$ cat config.mk
export PLATFORM = sky130hd
export DESIGN_NAME = sdrc_req_arbiter
export DESIGN_NICKNAME = d
export VERILOG_FILES = /design/src/rtl/sdrc_arb_pkg.sv /design/src/rtl/sdrc_rr_pick.sv /design/src/rtl/sdrc_req_arbiter.sv
export SDC_FILE = /design/constraint.sdc
export NUM_CORES = 1
export LEC_CHECK = 0
export BUFFER_PORTS_ARGS = -buffer_cell sky130_fd_sc_hd__buf_2
export CAP_MARGIN = 0
export CORE_AREA = 2 2 176 178
export DETAILED_ROUTE_END_ITERATION = 16
export DIE_AREA = 0 0 178 180
export HOLD_SLACK_MARGIN = 0.08
export PLACE_DENSITY_LB_ADDON = 0.08
export SETUP_SLACK_MARGIN = 0.2
export SYNTH_ARGS = -nofsm -noshare
export SYNTH_HDL_FRONTEND = slang
export SYNTH_SLANG_ARGS = --single-unit
$ cat constraint.sdc
create_clock -name sdram_clk -period 4.6 [get_ports sdram_clk]
set_input_delay 0.23 -clock sdram_clk [delete_from_list [all_inputs] [get_ports sdram_clk]]
set_output_delay 0.23 -clock sdram_clk [all_outputs]
set_load 0.01 [all_outputs]
$ cat src/rtl/sdrc_arb_pkg.sv
// Shared definitions for the SDRAM application-port arbiter: FSM encoding and
// a reference round-robin owner selection usable by other arbiters.
package sdrc_arb_pkg;

   localparam logic [2:0] IDLE = 3'd0;
   localparam logic [2:0] REQ  = 3'd1;
   localparam logic [2:0] WR   = 3'd2;
   localparam logic [2:0] RD   = 3'd3;
   localparam logic [2:0] DONE = 3'd4;

   localparam int MAX_REQ = 8;

   // Scans from ptr upward with wrap at n; the lowest distance from ptr wins.
   function automatic logic [MAX_REQ-1:0] next_rr_owner(input logic [MAX_REQ-1:0] req,
                                                        input logic [2:0] ptr,
                                                        input int n);
      logic [MAX_REQ-1:0] gnt;
      int idx;
      gnt = '0;
      for (int k = MAX_REQ - 1; k >= 0; k--) begin
         if (k < n) begin
            idx = (int'(ptr) + k) % n;
            if (req[3'(idx)]) begin
               gnt = '0;
               gnt[3'(idx)] = 1'b1;
            end
         end
      end
      return gnt;
   endfunction

endpackage

$ cat src/rtl/sdrc_rr_pick.sv
// Combinational round-robin pick: rotate requests so ptr sits at bit 0,
// isolate the lowest set bit, then rotate the one-hot result back.
module sdrc_rr_pick #(
   parameter int NREQ = 4,
   parameter int PW   = $clog2(NREQ)
) (
   input  logic [NREQ-1:0] req,
   input  logic [PW-1:0]   ptr,
   output logic [NREQ-1:0] grant
);

   logic [NREQ-1:0] rot;
   logic [NREQ-1:0] first;

   always_comb begin
      rot = '0;
      for (int i = 0; i < NREQ; i++) begin
         rot[PW'(i)] = req[PW'((i + int'(ptr)) % NREQ)];
      end
   end

   assign first = rot & (~rot + NREQ'(1));

   always_comb begin
      grant = '0;
      for (int i = 0; i < NREQ; i++) begin
         grant[PW'((i + int'(ptr)) % NREQ)] = first[PW'(i)];
      end
   end

endmodule

$ cat src/rtl/sdrc_req_arbiter.sv
// Round-robin owner of the single sdrc_core application port; one transfer
// is outstanding at a time and the grant is held until its last data beat.
module sdrc_req_arbiter
   import sdrc_arb_pkg::*;
#(
   parameter int NREQ   = 4,
   parameter int APP_AW = 26,
   parameter int DW     = 32,
   parameter int BL     = 9
) (
   input  logic                   sdram_clk,
   input  logic                   sdram_resetn,
   input  logic                   sdr_init_done,
   input  logic [NREQ-1:0]        req_i,
   input  logic [NREQ*APP_AW-1:0] req_addr_i,
   input  logic [NREQ*BL-1:0]     req_len_i,
   input  logic [NREQ-1:0]        req_wr_n_i,
   output logic [NREQ-1:0]        req_ack_o,
   input  logic [NREQ*DW-1:0]     wr_data_i,
   input  logic [NREQ*DW/8-1:0]   wr_en_n_i,
   output logic [NREQ-1:0]        wr_next_o,
   output logic [DW-1:0]          rd_data_o,
   output logic [NREQ-1:0]        rd_valid_o,
   output logic [NREQ-1:0]        last_rd_o,
   output logic [NREQ-1:0]        grant_o,
   output logic                   app_req,
   output logic [APP_AW-1:0]      app_req_addr,
   output logic [BL-1:0]          app_req_len,
   output logic                   app_req_wr_n,
   input  logic                   app_req_ack,
   output logic [DW-1:0]          app_wr_data,
   output logic [DW/8-1:0]        app_wr_en_n,
   input  logic                   app_wr_next_req,
   input  logic [DW-1:0]          app_rd_data,
   input  logic                   app_rd_valid,
   input  logic                   app_last_rd
);

   localparam int PW = $clog2(NREQ);
   localparam int BW = DW / 8;

   logic [2:0]      state;
   logic [NREQ-1:0] grant;
   logic [PW-1:0]   owner;
   logic [PW-1:0]   ptr;
   logic [BL-1:0]   beat_cnt;
   logic [NREQ-1:0] pick;
   logic [PW-1:0]   pick_idx;
   logic [BL-1:0]   pick_len;
   logic            sim_err;

   sdrc_rr_pick #(.NREQ(NREQ), .PW(PW)) u_pick (
      .req   (req_i),
      .ptr   (ptr),
      .grant (pick)
   );

   always_comb begin
      pick_idx = '0;
      for (int i = 0; i < NREQ; i++) begin
         if (pick[i]) pick_idx = PW'(i);
      end
   end

   assign pick_len = req_len_i[int'(pick_idx)*BL +: BL];

   // A zero length would never terminate the beat counter, so it becomes one word.
   always_ff @(posedge sdram_clk or negedge sdram_resetn) begin
      if (!sdram_resetn) begin
         state        <= IDLE;
         grant        <= '0;
         owner        <= '0;
         ptr          <= '0;
         beat_cnt     <= '0;
         app_req      <= 1'b0;
         app_req_addr <= '0;
         app_req_len  <= '0;
         app_req_wr_n <= 1'b0;
      end else begin
         case (state)
            IDLE: begin
               if (sdr_init_done && (|req_i)) begin
                  grant        <= pick;
                  owner        <= pick_idx;
                  app_req      <= 1'b1;
                  app_req_addr <= req_addr_i[int'(pick_idx)*APP_AW +: APP_AW];
                  app_req_len  <= (pick_len == '0) ? BL'(1) : pick_len;
                  app_req_wr_n <= req_wr_n_i[pick_idx];
                  state        <= REQ;
               end
            end
            REQ: begin
               if (app_req_ack) begin
                  app_req  <= 1'b0;
                  beat_cnt <= app_req_len;
                  state    <= app_req_wr_n ? RD : WR;
               end
            end
            WR: begin
               if (app_wr_next_req) begin
                  beat_cnt <= beat_cnt - BL'(1);
                  if (beat_cnt == BL'(1)) state <= DONE;
               end
            end
            RD: begin
               if (app_rd_valid && app_last_rd) state <= DONE;
            end
            DONE: begin
               grant <= '0;
               ptr   <= (owner == PW'(NREQ - 1)) ? '0 : owner + PW'(1);
               state <= IDLE;
            end
            default: state <= IDLE;
         endcase
      end
   end

   // Handshake and data steering follow the registered owner, so only the
   // granted requester ever sees a strobe.
   always_comb begin
      req_ack_o   = '0;
      wr_next_o   = '0;
      rd_valid_o  = '0;
      last_rd_o   = '0;
      app_wr_data = '0;
      app_wr_en_n = '1;
      case (state)
         REQ: req_ack_o = grant & {NREQ{app_req_ack}};
         WR: begin
            app_wr_data = wr_data_i[int'(owner)*DW +: DW];
            app_wr_en_n = wr_en_n_i[int'(owner)*BW +: BW];
            wr_next_o   = grant & {NREQ{app_wr_next_req}};
         end
         RD: begin
            rd_valid_o = grant & {NREQ{app_rd_valid}};
            last_rd_o  = grant & {NREQ{app_rd_valid & app_last_rd}};
         end
         default: ;
      endcase
   end

   assign rd_data_o = app_rd_data;
   assign grant_o   = grant;

   // Read beats outside RD have no owner and are dropped.
   assign sim_err = app_rd_valid && (state != RD);
   no_stray_rd: assert property (@(posedge sdram_clk) disable iff (!sdram_resetn) !sim_err);

endmodule

Word-level counts from Yosys, hierarchy flattened
Cells that the tools add are included.

Register bits after elaboration: 57.

Multipliers: 2. Add/subtract/negate cells: 6. Reductions and logical operators: 17. Shifts and indexed selects: 4. Magnitude comparators: 9. Multiplexer cells: 45. Bitwise gates (word level): 8. Equality and inequality tests: 11.

Operators by type and width (number): $shiftx 128x8->32 (1); $shiftx 104x8->26 (1); $shiftx 36x7->9 (1); $mux 32 (1); $mux 9 (3); $mux 4 (6); $and 4x4->4 (5); $pmux 9 s2 (1); $lt 2x4->1 const B (4); $shiftx 16x5->4 (1); $mux 3 (5); $mux 1 (13); $bwmux 4 (3); $mul 2x4->6 const B (2); $pmux 3 s4 (1); $ne 2x2->1 const B (5); $eq 9x1->1 const B (1); $logic_not 9->1 (1); $sub 9x1->9 const B (1); $demux 1 s2 (4); $ge 2x1->1 const B (4); $pmux 4 s2 (1); $bmux 1 s2 (3); $eq 3x2->1 const B (2); 19 further kinds (32).

Longest topological paths before layout
Depth after elaboration: 18. Depth in mapped cells: 12. Gate-level depth less buffers: 10.

Modules after synthesis
A second synthesis with hierarchy kept.

Cells, all modules: 587. Area, all modules: 5307.6 µm².

Modules (own cells, without submodules): sdrc_req_arbiter (area an instance 5014.8 µm², times used 1, sequential area each 1426.4 µm², cells an instance 557); sdrc_rr_pick (area an instance 292.8 µm², times used 1, sequential area each 0.0 µm², cells an instance 30).

Worst setup path before layout
OpenSTA, ideal clock, no wires.

Path kind: reg-to-reg. Start: register ptr[0]. End: register app_req_len[0]. Path buffers: 0. Setup time: 0.092 ns. Arrival: 2.998 ns. Slack: 1.510 ns. Stages on the path, launching flop included: 11. Clock period less this slack: 3.090 ns. Cells stage by stage: dfrtp_1 inv_1 ha_1 mux4_2 and4b_1 nor2_2 mux2_2 o221ai_1 o211a_1 nand4_1 o31ai_2.

Longest elaborated chain between the ends: 17. Elaborated cells between the ends (all ways): 43. Those cells by class: add/sub (4); mul (1); order compare (8); shift (1); mux (21); bitwise (3); reduce/logical (5).

Ends and longest elaborated chain: from (decl) (RTL line sdrc_req_arbiter.sv:45) `logic [PW-1:0] ptr;`; from (signal assigned) (RTL line sdrc_req_arbiter.sv:110) `ptr <= (owner == PW'(NREQ - 1)) ? '0 : owner + PW'(1);`; $add 1x2->2 / $bmux 1 s2 (equally long branches) (RTL line sdrc_rr_pick.sv:18, sdrc_rr_pick.sv:27); $bmux 1 s2 / $mux 1 (equally long branches) (RTL line sdrc_rr_pick.sv:18) `rot[PW'(i)] = req[PW'((i + int'(ptr)) % NREQ)];`; $mux 1 (not written as such) (RTL line sdrc_rr_pick.sv:18); $mux 1 (not written as such) / $not 2->2 (equally long branches) (RTL line sdrc_rr_pick.sv:18, sdrc_rr_pick.sv:22); $not 2->2 / $add 2x1->2 (equally long branches) (RTL line sdrc_rr_pick.sv:22) `assign first = rot & (~rot + NREQ'(1));`; $add 2x1->2 / $and 2x2->2 (equally long branches) (RTL line sdrc_rr_pick.sv:22); $and 2x2->2 / $and 4x4->4 (equally long branches); $bwmux 4 (2 in series) (RTL line sdrc_rr_pick.sv:27) `grant[PW'((i + int'(ptr)) % NREQ)] = first[PW'(i)];`; $bwmux 4 * (RTL line sdrc_rr_pick.sv:27); $mux 1 (RTL line sdrc_req_arbiter.sv:61) `if (pick[i]) pick_idx = PW'(i);`; $mux 2 (RTL line sdrc_req_arbiter.sv:61); $mux 2 * (RTL line sdrc_req_arbiter.sv:61); $mul 2x4->6 * (RTL line sdrc_req_arbiter.sv:65) `assign pick_len = req_len_i[int'(pick_idx)*BL +: BL];`; $shiftx 36x7->9 * (RTL line sdrc_req_arbiter.sv:65); $logic_not 9->1 (RTL line sdrc_req_arbiter.sv:87) `app_req_len <= (pick_len == '0) ? BL'(1) : pick_len;`; $mux 9 * (RTL line sdrc_req_arbiter.sv:87); to (signal assigned) (RTL line sdrc_req_arbiter.sv:87); to (decl) (RTL line sdrc_req_arbiter.sv:28) `output logic [BL-1:0] app_req_len,`.

Every way passes the cells marked *; elsewhere a longest branch is shown, timed or not. The select of a mux whose other input is x is not followed. A chain may end at the register's enable or synchronous reset.

Worst setup path in the final report
Ends and elaborated chain as after synthesis.

==> metrics <==
First-pass DRT Iterations 6; number of placed cells counting well taps 1326; die area ~32000 µm²; post-detailed-routing wire length 25200 µm; clock tree root driver cell clkbuf_16; kind of capture point of the worst setup path register; synthesized area per cell 8.59 µm²; worst slew slack as a fraction of its limit 0.175; summed negative setup slack over all endpoints 0 ns; routed via count 5944; area of combinational cells with multiple inputs 3360 µm²; Tightest Pin Transition 1.24 ns; first-pass GRT wire length 37100 µm; Storage cell area 1430 µm²; vias in the first global route between 6000 and 7000; global route total overflow 0; area growth from synthesis to final layout 48.0%; share of synthesized area occupied by flip-flops and latches 0.273; routed via count divided by cell count 4.41; slack of the critical path 1.13 ns; detailed-placement wirelength estimate 20500 µm; Synth Warn # 0; Die Height 180 µm; horizontal die dimension roughly 180 µm; post-synthesis instance total 608; number of nets in the synthesized netlist 950; row count 64; Top FF cell, synth dfrtp_1; number of storage elements in the synthesis netlist 57; routability cong. 0.808; Unique masters post-synth 58; pin count of the biggest net entering global routing 60; power per unit of standard cell area 557 nW/µm²; fraction of final layout cells sized beyond drive strength 1 0.506; clock tree buffer depth 2; MaxCap Viol Count 0; WP data arrival 3.72 ns; fraction of registers with async set or reset after synthesis 1.00; post-route minimum period 3.47 ns; H-tree depth 3; final period utilization 0.755; TritonCTS clock tree yes; f_max between 200 and 300 MHz; Clk Latency, worst-skew pair 0.34 ns; Top-Level Pins 456; Synth Cell Area about 5200 µm²; initial antenna violation count 6; Worst Setup Start Kind register; worst vdd ir 0.000167 V; worst clock skew between 0.01 and 0.015 ns; status complete, no violations; Std-Cell Core Area 30200 µm²; final number of hold-violating endpoints 0; maximum fanout encountered on the critical timing path 23; Final setup viols 0; critical path type register to register; post-layout instance count excluding filler cells 1348; total global routing track utilization 0.153; max-slew violations 0; number of flops mapped to enable cells by yosys 0; min-delay worst type input pin to register; wire per inst 18.7 µm; critical path required time 4.84 ns; IO Port Bufs 391; clock sinks 57; Routed Antenna Nets 0; Residual DRC 0; setup slack after placement about 1.1 ns; CTS buffer count 9; number of fill cells 3362; clock transition at the registers of the reported paths 0.06 ns; final layout net count 1284; RSZ-0062 raised after global routing false; detailed router's first-iteration violation count 245; starting density of the core 0.173; reported leakage power 3.82 nW
## power by group
part           total [mW]  leakage [nW]  switching, mW  internal [mW]
Sequential           1.00         0.716          0.268          0.733
Combinational        2.49          2.94           1.40           1.09
Clock               0.815         0.165          0.269          0.546
Total                4.30          3.82           1.94           2.37
## cell usage after synthesis, types with 3 or more instances
cell type / instances / area, µm²
nor3_1: 7 / 35.0
buf_2: 11 / 55.1
dfrtp_1: 57 / 1430
nand2_1: 105 / 394
buf_1: 5 / 18.8
a22oi_1: 3 / 22.5
clkbuf_1: 29 / 109
a311oi_1: 27 / 236
a2bb2oi_2: 3 / 45.0
o221ai_1: 3 / 26.3
o21ai_1: 13 / 65.1
and2_1: 42 / 263
nor2_1: 44 / 165
a31oi_1: 4 / 25.0
inv_1: 8 / 30.0
a21oi_1: 37 / 185
a21o_1: 4 / 30.0
mux2_2: 3 / 33.8
nand3_1: 9 / 45.0
and3_1: 10 / 62.6
o21ai_0: 41 / 205
or3_1: 3 / 18.8
mux2i_1: 6 / 60.1
nand2b_1: 9 / 56.3
ha_1: 11 / 138
buf_4: 32 / 240
mux4_2: 38 / 856
o31ai_1: 4 / 30.0
## cell usage in the layout (no fill, tap or decap), types with 3 or more instances in the layout
cell         n
a21o_1       4
a21oi_1     37
a22oi_1      3
a2bb2oi_2    3
a311oi_1    27
a31oi_1      3
and2_1      42
and3_1      10
buf_2      391
buf_4        9
bufinv_16    3
clkbuf_16    9
dfrtp_1     56
diode_2      5
ha_1        11
inv_1        8
mux2_2       3
mux2i_1      6
mux4_2      38
nand2_1    105
nand2b_1     9
nand3_1      9
nor2_1      44
nor3_1       6
o21ai_0     41
o21ai_1     13
o221ai_1     3
o31ai_1      4
or3_1        3
## through the flow
| stage | hold WS, ns | util | total power, mW | instance area (µm²) |
|---|---|---|---|---|
| final | 0.158 | 0.256 | 4.30 | 7730 |
| after global placement | 0.105 | 0.244 | 3.59 | 7350 |
| after floorplan | -0.0656 | - | 2.67 | 5220 |
| after global routing | 0.174 | 0.256 | 4.72 | 7730 |
| after detailed placement | 0.0962 | 0.244 | 3.56 | 7350 |
| after CTS | 0.138 | 0.256 | 4.40 | 7720 |
## worst paths after layout
kind / startpoint / to / slack (ns) / cells past startpoint
min: req_addr_i[83] / app_req_addr[5] / 0.16 / 3
max reg2reg: ptr[0] / app_req_len[0] / 1.13 / 9
min reg2reg: app_req / app_req / 0.48 / 2
min in group asynchronous: sdram_resetn / beat_cnt[6] / 0.30 / 2
max in group asynchronous: sdram_resetn / owner[0] / 3.29 / 3
max: ptr[0] / app_req_len[0] / 1.13 / 9
## cell type report
cell class,count,share of cell area
multi-input cells,464,0.434
diodes,5,0.00162
repair buffers,402,0.266
flip-flops and latches,57,0.185
well taps,396,0.0641
clock inverters,6,0.0147
inverters,8,0.00389
clock buffers,10,0.0309
## per-layer routing
| layer | routed length [µm] | vias up | part of all wire | GRT usage |
|---|---|---|---|---|
| met5 | 13 | - | 0.00052 | 0 |
| met4 | 428 | 2 | 0.017 | 0.0407 |
| met3 | 2070 | 37 | 0.082 | 0.0446 |
| met2 | 12500 | 265 | 0.50 | 0.270 |
| met1 | 10200 | 2783 | 0.40 | 0.179 |
| li1 | - | 2857 | - | - |
## critical path, stage by stage (launching register included)
cell       delay [ns]
dfrtp_1          0.54
inv_1            0.16
ha_1             0.39
a2111oi_0        0.74
a31oi_4          0.38
or2_2            0.43
o22ai_2          0.17
o211a_1          0.18
nand4_1          0.13
o31ai_2          0.26
## cells by family (layout without fill, tap and decap cells)
kind of cell / after synthesis / count (layout) / synth area share
and+or+nand+nor: 249 / 249 / 0.231
other: 0 / 5 / 0
buffers and inverters: 87 / 426 / 0.0910
muxes: 47 / 47 / 0.182
AOI/OAI and AO/OA: 157 / 157 / 0.197
adders and majority gates: 11 / 11 / 0.0263
DFF: 57 / 57 / 0.273
## what timing repair did
item / CTS / global route
hold buffers: 1 / 0
setup buffers: 0 / 0
endpoints found under the hold margin: 8 / 0
gates resized for setup: 0 / 0
## flip-flops by register name, indices dropped and copies added, names as in the netlist
signal        flops
ptr               2
beat_cnt          9
state             3
app_req_addr     26
app_req_len       9
app_req_wr_n      1
owner             2
grant_o           4
app_req           1
(Power assumes the default switching activity.)
